[config.mk]
export PLATFORM = sky130hd
export DESIGN_NAME = polygon_vertex_loader
export DESIGN_NICKNAME = d
export VERILOG_FILES = /design/src/rtl/render_pkg.sv /design/src/rtl/vertex_transform.sv /design/src/rtl/polygon_vertex_loader.sv
export SDC_FILE = /design/constraint.sdc
export NUM_CORES = 1
export LEC_CHECK = 0
export CAP_MARGIN = 10
export CORE_MARGIN = 4
export CORE_UTILIZATION = 32
export CTS_CLUSTER_DIAMETER = 50
export DETAILED_ROUTE_END_ITERATION = 6
export HOLD_SLACK_MARGIN = 0.1
export RECOVER_POWER = 50
export SYNTH_ARGS = -nofsm -noshare
export SYNTH_HDL_FRONTEND = slang
export SYNTH_SLANG_ARGS = --single-unit
[constraint.sdc]
create_clock -name clk_in -period 4.2 [get_ports clk_in]
set_input_delay 1.05 -clock clk_in [delete_from_list [all_inputs] [get_ports clk_in]]
set_output_delay 1.05 -clock clk_in [all_outputs]
set_load 0.01 [all_outputs]
[src/rtl/render_pkg.sv]
// Shared rendering types and constants for the polygon pipeline.
package render_pkg;

  localparam int COORD_W = 32;

  typedef enum logic {
    LOAD = 1'b0,
    DONE = 1'b1
  } loader_state_t;

  localparam logic [3:0] COLOR_BLACK = 4'd0;
  localparam logic [3:0] COLOR_WHITE = 4'd1;
  localparam logic [3:0] COLOR_RED   = 4'd2;
  localparam logic [3:0] COLOR_GREEN = 4'd3;
  localparam logic [3:0] COLOR_BLUE  = 4'd4;

endpackage

[src/rtl/vertex_transform.sv]
// World-to-screen mapping: camera-relative offset, integer zoom, then
// recentre on the screen. Plain 32-bit two's-complement arithmetic that wraps.
module vertex_transform
  import render_pkg::*;
#(
  parameter int PIXEL_WIDTH  = 1280,
  parameter int PIXEL_HEIGHT = 720,
  parameter int PIXEL_SCALE  = 1
) (
  input  logic signed [COORD_W-1:0] i_vtx_x,
  input  logic signed [COORD_W-1:0] i_vtx_y,
  input  logic signed [COORD_W-1:0] i_cam_x,
  input  logic signed [COORD_W-1:0] i_cam_y,
  output logic signed [COORD_W-1:0] o_sx,
  output logic signed [COORD_W-1:0] o_sy
);

  localparam logic signed [COORD_W-1:0] SCALE  = COORD_W'(PIXEL_SCALE);
  localparam logic signed [COORD_W-1:0] HALF_W = COORD_W'(PIXEL_WIDTH / 2);
  localparam logic signed [COORD_W-1:0] HALF_H = COORD_W'(PIXEL_HEIGHT / 2);

  logic signed [COORD_W-1:0] w_dx;
  logic signed [COORD_W-1:0] w_dy;

  assign w_dx = i_vtx_x - i_cam_x;
  assign w_dy = i_vtx_y - i_cam_y;
  assign o_sx = w_dx * SCALE + HALF_W;
  assign o_sy = w_dy * SCALE + HALF_H;

endmodule

[src/rtl/polygon_vertex_loader.sv]
// Collects a polygon's vertices into a shadow buffer and publishes the whole
// polygon to its output arrays only at a frame boundary.
module polygon_vertex_loader
  import render_pkg::*;
#(
  parameter  int PIXEL_WIDTH      = 1280,
  parameter  int PIXEL_HEIGHT     = 720,
  parameter  int PIXEL_SCALE      = 1,
  parameter  int MAX_NUM_VERTICES = 4,
  localparam int CNT_W            = $clog2(MAX_NUM_VERTICES + 1),
  localparam int IDX_W            = $clog2(MAX_NUM_VERTICES)
) (
  input  logic                      clk_in,
  input  logic                      rst_in,
  input  logic                      frame_start_in,
  input  logic signed [COORD_W-1:0] camera_x_in,
  input  logic signed [COORD_W-1:0] camera_y_in,
  input  logic                      vtx_valid_in,
  output logic                      vtx_ready_out,
  input  logic signed [COORD_W-1:0] vtx_x_in,
  input  logic signed [COORD_W-1:0] vtx_y_in,
  input  logic                      vtx_last_in,
  output logic signed [COORD_W-1:0] xs_out [MAX_NUM_VERTICES],
  output logic signed [COORD_W-1:0] ys_out [MAX_NUM_VERTICES],
  output logic        [CNT_W-1:0]   num_points_out,
  output logic                      poly_start_out,
  output logic                      poly_valid_out,
  output logic                      error_out
);

  loader_state_t             r_state;
  logic [CNT_W-1:0]          r_cnt;
  logic signed [COORD_W-1:0] r_shadow_x [MAX_NUM_VERTICES];
  logic signed [COORD_W-1:0] r_shadow_y [MAX_NUM_VERTICES];

  logic signed [COORD_W-1:0] w_sx;
  logic signed [COORD_W-1:0] w_sy;
  logic                      w_accept;
  logic                      w_full;
  logic [CNT_W-1:0]          w_total;

  vertex_transform #(
    .PIXEL_WIDTH (PIXEL_WIDTH),
    .PIXEL_HEIGHT(PIXEL_HEIGHT),
    .PIXEL_SCALE (PIXEL_SCALE)
  ) u_xform (
    .i_vtx_x(vtx_x_in),
    .i_vtx_y(vtx_y_in),
    .i_cam_x(camera_x_in),
    .i_cam_y(camera_y_in),
    .o_sx   (w_sx),
    .o_sy   (w_sy)
  );

  // Ready is only ever high in LOAD, so it doubles as the state qualifier.
  assign w_accept = vtx_valid_in & vtx_ready_out;
  assign w_full   = (r_cnt == CNT_W'(MAX_NUM_VERTICES));
  assign w_total  = w_full ? r_cnt : r_cnt + 1'b1;

  always_ff @(posedge clk_in) begin
    if (w_accept && !w_full) begin
      r_shadow_x[r_cnt[IDX_W-1:0]] <= w_sx;
      r_shadow_y[r_cnt[IDX_W-1:0]] <= w_sy;
    end
  end

  always_ff @(posedge clk_in) begin
    if (rst_in) begin
      r_state        <= LOAD;
      r_cnt          <= '0;
      vtx_ready_out  <= 1'b0;
      num_points_out <= '0;
      poly_start_out <= 1'b0;
      poly_valid_out <= 1'b0;
      error_out      <= 1'b0;
      for (int i = 0; i < MAX_NUM_VERTICES; i++) begin
        xs_out[i] <= '0;
        ys_out[i] <= '0;
      end
    end else begin
      poly_start_out <= 1'b0;
      error_out      <= 1'b0;
      case (r_state)
        LOAD: begin
          vtx_ready_out <= 1'b1;
          if (w_accept) begin
            if (w_full) error_out <= 1'b1;
            else        r_cnt     <= r_cnt + 1'b1;
            if (vtx_last_in) begin
              if (w_total >= CNT_W'(3)) begin
                r_state       <= DONE;
                vtx_ready_out <= 1'b0;
              end else begin
                r_cnt     <= '0;
                error_out <= 1'b1;
              end
            end
          end
        end
        DONE: begin
          vtx_ready_out <= 1'b0;
          if (frame_start_in) begin
            // Entries beyond the new count keep whatever was published before.
            for (int i = 0; i < MAX_NUM_VERTICES; i++) begin
              if (CNT_W'(i) < r_cnt) begin
                xs_out[i] <= r_shadow_x[i];
                ys_out[i] <= r_shadow_y[i];
              end
            end
            num_points_out <= r_cnt;
            poly_valid_out <= 1'b1;
            poly_start_out <= 1'b1;
            r_cnt          <= '0;
            r_state        <= LOAD;
            vtx_ready_out  <= 1'b1;
          end
        end
        default: r_state <= LOAD;
      endcase
    end
  end

endmodule

==> reports/results.ini <==
[run_status]
status=complete, but fails checks
violations=capacitance limit, slew limit

[route]
wl_per_cell_um=20.4
viasPerCell=4.90
ant_nets=0
firstDrtPassIters=7
first_iter_violations=1088
routed_wl_mm=68.6
drc=0
vias=16480

[worst_setup_path]
path_delay_family=simple AND/OR/NAND/NOR gates
crit_fanout=41
slowest_delay_ps=990
reg2reg_setup_slack_ps=460
worst-setup-path-type=in2reg
slowest_stage=nand2_1
worstPathArrival_ps=4430
cp-start-kind=input pin
cp_common_cell=nand2_1
cp.required_ps=4690
timing.critical_path.buf_inv=2
endpoint_kind=register
cp_cell_sequence=dlygate4sd3_1, and2_0, o21ai_4, nand2_1, buf_12, nand2_1, a21oi_1

[finish]
final_cell_mix=554 x nand2_1, 313 x a21oi_1, 267 x dfxtp_1
nNetsFinal=2719
final_core_utilization_pct=44.3
fillers=6055
drive_gt1_share_pct=8.32
diodes=0
area_growth_pct=36.1
layout_commonest_cell=nand2_1
stdcell_area_sq_mm=0.0288

[global_route]
first_global_vias=16590
track_usage_pct=18.8
antenna_found_initial=0
grt_pass1_wl_mm=102
overflow=0
grt_max_degree=112

[synth]
async_flop_share_pct=0
synth.area.top_cells=edfxtp_1 36%, dfxtp_1 25%, nand2_1 9.8%, a21oi_1 7.5%, ha_1 7.5%
seq_area_frac_synth_pct=61.6
synth_area_leader_cell=edfxtp_1
synthCells=2016
ys_ff_latch=523
syn_area_per_cell_sq_um=10.5
synth_edf_count=256
yosysWarnings=0
yosysUniqueCellTypes=59
synth_top_area_share_pct=36.3
syn_nets=2277
syn_area_sq_mm=0.0212
ys.flop_type=dfxtp_1

[place]
placed_area_sq_mm=0.0266
pre_cts_ws_ps=-288
dp_hpwl_mm=46.5
port_buffers=395
place.gp.congestion=0.875

[cts]
cts_setup_buffers=0
clock_sinks=523
cts_resized=0
cts_hold_buf=0
clk_pin_slew_worst_paths_ps=60
cts_root_buf=clkbuf_16
htreeDepth=3
cts_tree=yes
cts_buffer_depth=3
cts_made_buffers=66
insertion_delay_ps=590

[power]
power_w=0.0128
p_leak_nw=11.4
ir_drop_mv=0.288
powerDensity_mw_per_mm2=446

[die]
die_y_um=265
std_cell_rows=93
core_area_sq_mm=0.0649
fp.dieW_um=265
dieArea_sq_mm=0.0703
initial_utilization_pct=32.6
ios=396

[timing]
period_share_pct=93.7
drv_slew=275
hold_viol=0
rsz0062_at_grt=false
setup_ws_ps=263
fmax_mhz=254
tightest_slew_ps=2350
fin_skew_ps=19.7
hold_slack_ps=450
setup-violations-final=0
max_slew_margin_pct=-56.8
layout_min_cycle_time_ps=3940

[flow_run]
cap_violations=5

[hold_path]
min_path_type=reg2reg

## cells in the mapped netlist, drive strengths merged (35+ instances only)
cell / count
inv: 94
clkbuf: 90
edfxtp: 256
o21ai: 35
dfxtp: 267
a21oi: 315
nand2: 555
xnor2: 43
a21o: 40
nor2: 43
ha: 126
## report_power, final
group | switching, W | internal (W) | total (W)
combinational | 0.000794 | 0.000579 | 0.00137
sequential | 0.0000263 | 0.00562 | 0.00565
clock | 0.00228 | 0.00353 | 0.00581
total | 0.00310 | 0.00973 | 0.0128
## final cells by class
cell class / count / area (sq um) / share of cell area (%)
multi-input combinational: 1299 / 7450 / 25.9
tap: 855 / 1070 / 3.72
inverter: 94 / 353 / 1.23
clock inverter: 41 / 489 / 1.70
clock buffer: 80 / 1790 / 6.20
timing repair buffer: 474 / 4620 / 16.0
sequential: 523 / 13000 / 45.3
## registers in the layout, indices dropped and copies added, names as in the netlist
| register | cells |
|---|---|
| vtx_ready_out | 1 |
| xs_out | 128 |
| r_shadow_y | 128 |
| poly_start_out | 1 |
| r_cnt | 3 |
| r_shadow_x | 128 |
| error_out | 1 |
| num_points_out | 3 |
| r_state | 1 |
| poly_valid_out | 1 |
| ys_out | 128 |
## worst paths after layout
check,from,endpoint,cells after the start
min reg2reg,ys_out[22],ys_out[22],2
max,frame_start_in,xs_out[118],7
max reg2reg,r_cnt[0],r_shadow_y[3][2],5
min,ys_out[22],ys_out[22],2
## worst reg2reg max path, stage by stage, from the launching register on
cell and delay [ps]:
dfxtp_1 580, inv_1 210, ha_1 300, a21oi_1 230
and2_1 1720, buf_12 350
## cell families (layout without fill, tap and decap cells)
family,Yosys count,count (layout),synth area share (%)
simple gates,651,651,12.2
flops,523,523,61.6
compound gates,462,462,12.7
buf+inv,194,689,3.46
fa+ha+maj,128,128,7.64
xor+xnor,58,58,2.40
## through the flow
stage / setup TNS, ps / cells
after floorplan: 0 / 2016
final: 0 / 3366
after CTS: 0 / 3366
after detailed placement: -16780 / 3245
after global routing: 0 / 3366
after global placement: -10380 / 3245
## routing by layer
metal | vias to the layer above | global-route usage [%] | wire (um)
met5 | - | 0 | 0
met4 | 0 | 7.67 | 2540
met3 | 120 | 4.39 | 4470
met2 | 541 | 31.0 | 32400
met1 | 8001 | 23.9 | 29200
li1 | 7818 | - | -
(Power assumes the default switching activity.)
